## config.mk

```make
export PLATFORM = sky130hd
export DESIGN_NAME = adder_chain_arbiter_flat
export DESIGN_NICKNAME = d
export VERILOG_FILES = /design/src/rtl/adder_chain_arbiter_if.sv /design/src/rtl/adder_chain_arbiter.sv /design/src/flat_wrapper.sv
export SDC_FILE = /design/constraint.sdc
export NUM_CORES = 1
export LEC_CHECK = 0
export BUFFER_PORTS_ARGS = -buffer_cell sky130_fd_sc_hd__buf_2
export CORE_MARGIN = 1.5
export CORE_UTILIZATION = 45
export CTS_BUF_LIST = sky130_fd_sc_hd__clkbuf_8
export CTS_CLUSTER_DIAMETER = 80
export DETAILED_ROUTE_END_ITERATION = 6
export PLACE_DENSITY = 0.86
export SKIP_CTS_REPAIR_TIMING = 1
export SYNTH_ARGS = -nofsm -noshare
export SYNTH_HDL_FRONTEND = slang
export SYNTH_SLANG_ARGS = --single-unit
```

## constraint.sdc

```tcl
create_clock -name clk -period 4.15 [get_ports clk]
set_clock_uncertainty 0.05 [all_clocks]
set_input_delay 0 -clock clk [delete_from_list [all_inputs] [get_ports clk]]
set_output_delay 0 -clock clk [all_outputs]
set_load 0.02 [all_outputs]
```

## src/rtl/adder_chain_arbiter_if.sv

```systemverilog
// Bundle of the two requester beat channels, the result channel and FSM debug taps
// for adder_chain_arbiter. The arbiter connects through the slave modport.
interface adder_chain_arbiter_if #(
  parameter int W = 8
);
  // Handshake rule for every channel: a beat or word transfers on a rising clock
  // edge where valid and ready are both high; the sender holds its payload stable
  // while valid is high and ready is low.
  logic         req0_valid;
  logic         req0_ready;
  logic [W-1:0] req0_a;
  logic [W-1:0] req0_b;
  logic         req0_cin;
  logic         req0_last;

  logic         req1_valid;
  logic         req1_ready;
  logic [W-1:0] req1_a;
  logic [W-1:0] req1_b;
  logic         req1_cin;
  logic         req1_last;

  logic         res_valid;
  logic         res_ready;
  logic [W-1:0] res_sum;
  logic         res_cout;
  logic         res_id;
  logic         res_last;

  logic         dbg_state;
  logic         dbg_owner;
  logic         dbg_rr_ptr;

  modport slave (
    input  req0_valid, req0_a, req0_b, req0_cin, req0_last,
    input  req1_valid, req1_a, req1_b, req1_cin, req1_last,
    input  res_ready,
    output req0_ready, req1_ready,
    output res_valid, res_sum, res_cout, res_id, res_last,
    output dbg_state, dbg_owner, dbg_rr_ptr
  );

  modport master (
    output req0_valid, req0_a, req0_b, req0_cin, req0_last,
    output req1_valid, req1_a, req1_b, req1_cin, req1_last,
    output res_ready,
    input  req0_ready, req1_ready,
    input  res_valid, res_sum, res_cout, res_id, res_last,
    input  dbg_state, dbg_owner, dbg_rr_ptr
  );
endinterface

```

## src/rtl/adder_chain_arbiter.sv

```systemverilog
// Two requesters share one W-bit adder; multi-beat packets chain their carry and
// the grant is held per packet, round-robin between packets.
module adder_chain_arbiter #(
  parameter int W = 8
) (
  input logic                  clk,
  input logic                  rst_n,
  adder_chain_arbiter_if.slave bus
);

  typedef enum logic {
    IDLE = 1'b0,
    LOCK = 1'b1
  } state_t;

  state_t       state;
  logic         owner;
  logic         rr_ptr;
  logic         carry_reg;

  logic         res_valid_q;
  logic [W-1:0] res_sum_q;
  logic         res_cout_q;
  logic         res_id_q;
  logic         res_last_q;

  logic         slot_free;
  logic         grant0;
  logic         grant1;
  logic         ready0;
  logic         ready1;
  logic         accept0;
  logic         accept1;
  logic         accept;
  logic         sel_id;
  logic [W-1:0] op_a;
  logic [W-1:0] op_b;
  logic         op_last;
  logic         cin_eff;
  logic [W:0]   full_sum;

  // Readies look only at valids, the result slot and the FSM, never at payload.
  // They are forced low while reset is held so the bus is quiet during reset.
  always_comb begin
    slot_free = !res_valid_q || bus.res_ready;
    grant0    = 1'b0;
    grant1    = 1'b0;
    case (state)
      IDLE: begin
        grant0 = bus.req0_valid && (!bus.req1_valid || !rr_ptr);
        grant1 = bus.req1_valid && (!bus.req0_valid ||  rr_ptr);
      end
      LOCK: begin
        grant0 = !owner;
        grant1 =  owner;
      end
      default: begin
        grant0 = 1'b0;
        grant1 = 1'b0;
      end
    endcase
    ready0  = grant0 && slot_free && rst_n;
    ready1  = grant1 && slot_free && rst_n;
    accept0 = bus.req0_valid && ready0;
    accept1 = bus.req1_valid && ready1;
    accept  = accept0 || accept1;
    sel_id  = accept1;
  end

  // First beat of a packet takes the requester's carry-in, later beats the chain.
  always_comb begin
    op_a     = sel_id ? bus.req1_a    : bus.req0_a;
    op_b     = sel_id ? bus.req1_b    : bus.req0_b;
    op_last  = sel_id ? bus.req1_last : bus.req0_last;
    cin_eff  = (state == IDLE) ? (sel_id ? bus.req1_cin : bus.req0_cin) : carry_reg;
    full_sum = {1'b0, op_a} + {1'b0, op_b} + {{W{1'b0}}, cin_eff};
  end

  always_ff @(posedge clk or negedge rst_n) begin
    if (!rst_n) begin
      state       <= IDLE;
      owner       <= 1'b0;
      rr_ptr      <= 1'b0;
      carry_reg   <= 1'b0;
      res_valid_q <= 1'b0;
      res_sum_q   <= '0;
      res_cout_q  <= 1'b0;
      res_id_q    <= 1'b0;
      res_last_q  <= 1'b0;
    end else begin
      if (accept) begin
        res_valid_q <= 1'b1;
        res_sum_q   <= full_sum[W-1:0];
        res_cout_q  <= full_sum[W];
        res_id_q    <= sel_id;
        res_last_q  <= op_last;
        if (op_last) begin
          state     <= IDLE;
          carry_reg <= 1'b0;
          rr_ptr    <= !sel_id;
        end else begin
          state     <= LOCK;
          owner     <= sel_id;
          carry_reg <= full_sum[W];
        end
      end else if (bus.res_ready) begin
        res_valid_q <= 1'b0;
      end
    end
  end

  assign bus.req0_ready = ready0;
  assign bus.req1_ready = ready1;
  assign bus.res_valid  = res_valid_q;
  assign bus.res_sum    = res_sum_q;
  assign bus.res_cout   = res_cout_q;
  assign bus.res_id     = res_id_q;
  assign bus.res_last   = res_last_q;
  assign bus.dbg_state  = state;
  assign bus.dbg_owner  = owner;
  assign bus.dbg_rr_ptr = rr_ptr;

endmodule

```

## src/flat_wrapper.sv

```systemverilog
// flat-port wrapper written by rule: the top's interface ports become plain ports
module adder_chain_arbiter_flat 
#(
  parameter int W = 8
)
  (clk, rst_n, bus_req0_valid, bus_req0_a, bus_req0_b, bus_req0_cin, bus_req0_last, bus_req1_valid, bus_req1_a, bus_req1_b, bus_req1_cin, bus_req1_last, bus_res_ready, bus_req0_ready, bus_req1_ready, bus_res_valid, bus_res_sum, bus_res_cout, bus_res_id, bus_res_last, bus_dbg_state, bus_dbg_owner, bus_dbg_rr_ptr);
  adder_chain_arbiter_if #(.W(W)) bus_i ();
  input logic clk;
  input logic rst_n;
  input wire logic [$bits(bus_i.req0_valid)-1:0] bus_req0_valid;
  input wire logic [$bits(bus_i.req0_a)-1:0] bus_req0_a;
  input wire logic [$bits(bus_i.req0_b)-1:0] bus_req0_b;
  input wire logic [$bits(bus_i.req0_cin)-1:0] bus_req0_cin;
  input wire logic [$bits(bus_i.req0_last)-1:0] bus_req0_last;
  input wire logic [$bits(bus_i.req1_valid)-1:0] bus_req1_valid;
  input wire logic [$bits(bus_i.req1_a)-1:0] bus_req1_a;
  input wire logic [$bits(bus_i.req1_b)-1:0] bus_req1_b;
  input wire logic [$bits(bus_i.req1_cin)-1:0] bus_req1_cin;
  input wire logic [$bits(bus_i.req1_last)-1:0] bus_req1_last;
  input wire logic [$bits(bus_i.res_ready)-1:0] bus_res_ready;
  output wire logic [$bits(bus_i.req0_ready)-1:0] bus_req0_ready;
  output wire logic [$bits(bus_i.req1_ready)-1:0] bus_req1_ready;
  output wire logic [$bits(bus_i.res_valid)-1:0] bus_res_valid;
  output wire logic [$bits(bus_i.res_sum)-1:0] bus_res_sum;
  output wire logic [$bits(bus_i.res_cout)-1:0] bus_res_cout;
  output wire logic [$bits(bus_i.res_id)-1:0] bus_res_id;
  output wire logic [$bits(bus_i.res_last)-1:0] bus_res_last;
  output wire logic [$bits(bus_i.dbg_state)-1:0] bus_dbg_state;
  output wire logic [$bits(bus_i.dbg_owner)-1:0] bus_dbg_owner;
  output wire logic [$bits(bus_i.dbg_rr_ptr)-1:0] bus_dbg_rr_ptr;
  assign bus_i.req0_valid = bus_req0_valid;
  assign bus_i.req0_a = bus_req0_a;
  assign bus_i.req0_b = bus_req0_b;
  assign bus_i.req0_cin = bus_req0_cin;
  assign bus_i.req0_last = bus_req0_last;
  assign bus_i.req1_valid = bus_req1_valid;
  assign bus_i.req1_a = bus_req1_a;
  assign bus_i.req1_b = bus_req1_b;
  assign bus_i.req1_cin = bus_req1_cin;
  assign bus_i.req1_last = bus_req1_last;
  assign bus_i.res_ready = bus_res_ready;
  assign bus_req0_ready = bus_i.req0_ready;
  assign bus_req1_ready = bus_i.req1_ready;
  assign bus_res_valid = bus_i.res_valid;
  assign bus_res_sum = bus_i.res_sum;
  assign bus_res_cout = bus_i.res_cout;
  assign bus_res_id = bus_i.res_id;
  assign bus_res_last = bus_i.res_last;
  assign bus_dbg_state = bus_i.dbg_state;
  assign bus_dbg_owner = bus_i.dbg_owner;
  assign bus_dbg_rr_ptr = bus_i.dbg_rr_ptr;
  adder_chain_arbiter #(.W(W)) u_core (.clk(clk), .rst_n(rst_n), .bus(bus_i));
endmodule
```

==> results_tabular.tex <==
\begin{tabular}{lr}
\hline
Metric & Value \\
\hline
\multicolumn{2}{l}{\textbf{Outcome}} \\
\quad Status & completed \\
\multicolumn{2}{l}{\textbf{Die}} \\
\quad Initial core utilization & 48.43\% \\
\quad Io pins & 58 \\
\quad Cell row count & 18 \\
\quad Die X-Extent & 55.33 um \\
\quad Die height & 55.33 um \\
\quad Area of the die & 3061 sq um \\
\quad Core area & 2545 sq um \\
\multicolumn{2}{l}{\textbf{Power}} \\
\quad Power share of the clock group & 14.8\% \\
\quad Pwr/cell area & 564.6 nW/um\^{}2 \\
\quad Relative contribution of sequential cells to total power & 30.8\% \\
\quad Internal power & 0.0005244 W \\
\quad Net Sw Power & 0.0003827 W \\
\quad Leakage power summed over all cells & 0.7991 nW \\
\quad Comb power frac & 54.3\% \\
\quad Power Total & 0.0009071 W \\
\quad Sw Share & 42.19\% \\
\quad Worst supply voltage drop on vdd & 313.4 uV \\
\multicolumn{2}{l}{\textbf{Timing}} \\
\quad Top achievable clock speed & 283.2 MHz \\
\quad RSZ-0062 raised after global routing & false \\
\quad Period minus WS final & 3.531 ns \\
\quad Worst-Margin Slew & 0.4001 ns \\
\quad Setup slack of the critical path after layout & 0.6189 ns \\
\quad Number of pins with negative max-slew slack in the final report & 0 \\
\quad Sum of negative setup slack & 0 ns \\
\quad Rel. slew slack & 73.33\% \\
\quad Share of the clock period used by the worst path & 85.09\% \\
\quad Final count of hold timing violations & 0 \\
\quad Total setup violations reported at the end of the flow & 0 \\
\multicolumn{2}{l}{\textbf{Synth}} \\
\quad Combined area of all synthesized cells & 1232 sq um \\
\quad Share of the synthesized area in the top cell type & 32.49\% \\
\quad Cells after synthesis & 127 \\
\quad Count of unique library cells instantiated by Yosys & 38 \\
\quad Library cell occupying the most area in the post-synthesis netlist & sky130\_fd\_sc\_hd\_\_dfrtp\_1 \\
\quad Number of storage elements in the synthesis netlist & 16 \\
\quad Syn nets & 177 \\
\quad Synth Warn \# & 0 \\
\quad Leading post-synthesis cells by cell area & sky130\_fd\_sc\_hd\_\_dfrtp\_1 32\%, sky130\_fd\_sc\_hd\_\_mux2\_2 15\%, sky130\_fd\_sc\_hd\_\_ha\_1 7.1\% \\
\quad Share of synthesized area occupied by flip-flops and latches & 32.49\% \\
\quad Average instance area after synthesis & 9.704 sq um \\
\multicolumn{2}{l}{\textbf{Min path}} \\
\quad Hold path startpoint & bus\_res\_ready \\
\quad Class of the worst hold path & input port to register \\
\quad Hold path cells & 3 \\
\quad Terminating pin of the worst hold path & u\_core.bus.res\_valid \\
\multicolumn{2}{l}{\textbf{Placement}} \\
\quad Instance area at placement & 1531 sq um \\
\quad Routability cong. & 0.8857 \\
\quad Number of port buffers & 57 \\
\quad Placed wire-length estimate & 2231 um \\
\quad Pre-CTS setup slack & 0.7456 ns \\
\multicolumn{2}{l}{\textbf{Layout}} \\
\quad Fill count & 228 \\
\quad Antenna cells & 0 \\
\quad Final \#Nets & 238 \\
\quad Multi-input combinational cell area & 782.0 sq um \\
\quad Area Overhead vs Synth & 30.36\% \\
\quad Most frequent cells in the layout & 57 x sky130\_fd\_sc\_hd\_\_buf\_2, 16 x sky130\_fd\_sc\_hd\_\_nand2\_1, 16 x sky130\_fd\_sc\_hd\_\_mux2\_2, 16 x sky130\_fd\_sc\_hd\_\_dfrtp\_1 \\
\quad Area used by sequential logic in the layout & 400.4 sq um \\
\quad Post-route design area & 1607 sq um \\
\quad Most common cell after layout, fill and taps aside & sky130\_fd\_sc\_hd\_\_buf\_2 \\
\quad Max reg flops & 8 \\
\quad Layout cells sized above 1 & 44.39\% \\
\multicolumn{2}{l}{\textbf{GRT}} \\
\quad First-pass GRT wire length & 4560 um \\
\quad Remaining global-route overflow & 0 \\
\quad Pin count of the biggest net entering global routing & 23 \\
\quad Aggregate global-route resource usage & 18.28\% \\
\quad Via count of the first global-routing pass & 1139 \\
\quad Number of antenna violations at the first check in global routing & 0 \\
\multicolumn{2}{l}{\textbf{Critical path}} \\
\quad Register-to-Register Path Depth & 13 \\
\quad Required time at the worst-slack endpoint & 4.23 ns \\
\quad Worst r2r src & u\_core.bus.dbg\_state \\
\quad Category of the critical setup timing path & input port to register \\
\quad Critical Path Source Type & input port \\
\quad Data arrival time at the worst-slack endpoint & 3.62 ns \\
\quad Biggest fanout along the worst timing path & 22 \\
\quad Critical path capture point type & register \\
\quad R2R Path End & u\_core.bus.res\_cout \\
\quad Register-to-register setup slack & 0.75 ns \\
\multicolumn{2}{l}{\textbf{Detailed routing}} \\
\quad Antenna-violating nets left & 0 \\
\quad Via count & 1142 \\
\quad Pre-Repair DR Iteration Count & 4 \\
\quad Average via count per standard cell & 5.263 \\
\quad Final Routed Wirelength & 2753 um \\
\quad First-iteration detailed-routing DRC count & 35 \\
\quad Residual DRC & 0 \\
\quad Drt wl/cell & 12.69 um \\
\multicolumn{2}{l}{\textbf{Clock tree}} \\
\quad Count of H-tree levels built during CTS & 1 \\
\quad Max Buffers Root-to-Sink & 2 \\
\quad Clock Pin Slew Worst Setup and Hold Paths & 0.06 ns \\
\quad Clock tree from TritonCTS & yes \\
\quad CTS buffer count & 3 \\
\quad Worst-skew pair later-pin latency & 0.24 ns \\
\quad Cell at the root of the clock tree & sky130\_fd\_sc\_hd\_\_clkbuf\_8 \\
\quad Clock Sink Count & 16 \\
\multicolumn{2}{l}{\textbf{Job}} \\
\quad Number of max-cap violations & 0 \\
\hline
\end{tabular}
==> cells in the mapped netlist (all sizes together) <==
cell     n
or2      2
a22o     2
mux2i    3
a21oi    8
o21ai    6
or3      1
and3     1
nand2b   4
nor2     8
mux2    16
a311oi   1
a32o     1
xnor2    2
fa       2
a21o     1
o31ai    2
nor2b    2
o32a     1
a22oi    1
nand3b   2
o21a     2
nor3     3
nor4     1
dfrtp   16
o211ai   2
xor2     2
inv      5
ha       7
o22ai    1
nor3b    1
buf      4
nand2   16
o31a     1
==> metrics by stage <==
stage               util, %  cells  hold slack, ns
detailed placement    60.18    211         -0.1039
finish                63.13    217        0.009186
global route          63.13    217         0.05276
floorplan                 -    127         -0.3456
CTS                   62.34    215         -0.3720
global placement      60.18    211         -0.1149
==> layout make-up <==
type	count	area share, %
inverter	5	1.168
timing repair buffer	60	19.47
clock buffer	4	3.427
multi-input combinational	102	48.68
tap	30	2.336
sequential	16	24.92
==> layer usage <==
| metal | vias to the layer above | GRT usage [%] | wire [um] |
|---|---|---|---|
| met1 | 521 | 21.28 | 1181 |
| met4 | 0 | 8.711 | 27 |
| li1 | 575 | - | - |
| met2 | 44 | 32.65 | 1389 |
| met5 | - | 0 | 0 |
| met3 | 2 | 2.576 | 154 |
==> power groups by stage <==
stage	Combinational [W]	Sequential [W]	Clock [W]
floorplan	0.000271	0.000360	0
global route	0.000543	0.000290	0.000146
finish	0.000493	0.000279	0.000135
detailed placement	0.000495	0.000282	0
CTS	0.000497	0.000280	0.000139
global placement	0.000479	0.000277	0
==> cell families (layout without fill, tap and decap cells) <==
| logic type | count (synthesis) | in the layout | synth area share, % |
|---|---|---|---|
| AOI/OAI and AO/OA | 29 | 29 | 15.53 |
| xor gates and xnor gates | 4 | 4 | 2.843 |
| adders and majority gates | 9 | 9 | 10.36 |
| buffers and inverters | 9 | 69 | 4.060 |
| DFF | 16 | 16 | 32.49 |
| muxes | 19 | 19 | 17.06 |
| and+or+nand+nor | 41 | 41 | 17.67 |
==> critical path: stages <==
cell                            delay, ns
sky130_fd_sc_hd__dlygate4sd3_1       0.52
sky130_fd_sc_hd__buf_2               0.36
sky130_fd_sc_hd__nand2_1             0.24
sky130_fd_sc_hd__nor3_4              0.18
sky130_fd_sc_hd__buf_4               0.30
sky130_fd_sc_hd__mux2i_1             0.29
sky130_fd_sc_hd__fa_1                0.23
sky130_fd_sc_hd__inv_1               0.05
sky130_fd_sc_hd__fa_1                0.39
sky130_fd_sc_hd__a21oi_1             0.17
sky130_fd_sc_hd__nor2b_1             0.07
sky130_fd_sc_hd__a311oi_1            0.38
sky130_fd_sc_hd__a22oi_1             0.16
sky130_fd_sc_hd__mux2_2              0.28
==> how the worst max path moves through the flow <==
stage	start	to	slack (ns)	cells past startpoint
floorplan	u_core.bus.dbg_state	u_core.bus.res_cout	0.93	13
global placement	u_core.bus.dbg_state	u_core.bus.res_cout	0.92	13
detailed placement	u_core.bus.dbg_state	u_core.bus.res_cout	0.75	13
CTS	u_core.bus.dbg_state	u_core.bus.res_cout	0.73	13
global route	rst_n	u_core.bus.res_cout	0.30	14
finish	rst_n	u_core.bus.res_cout	0.62	14
Note: power is estimated with default switching activity, not from simulation.
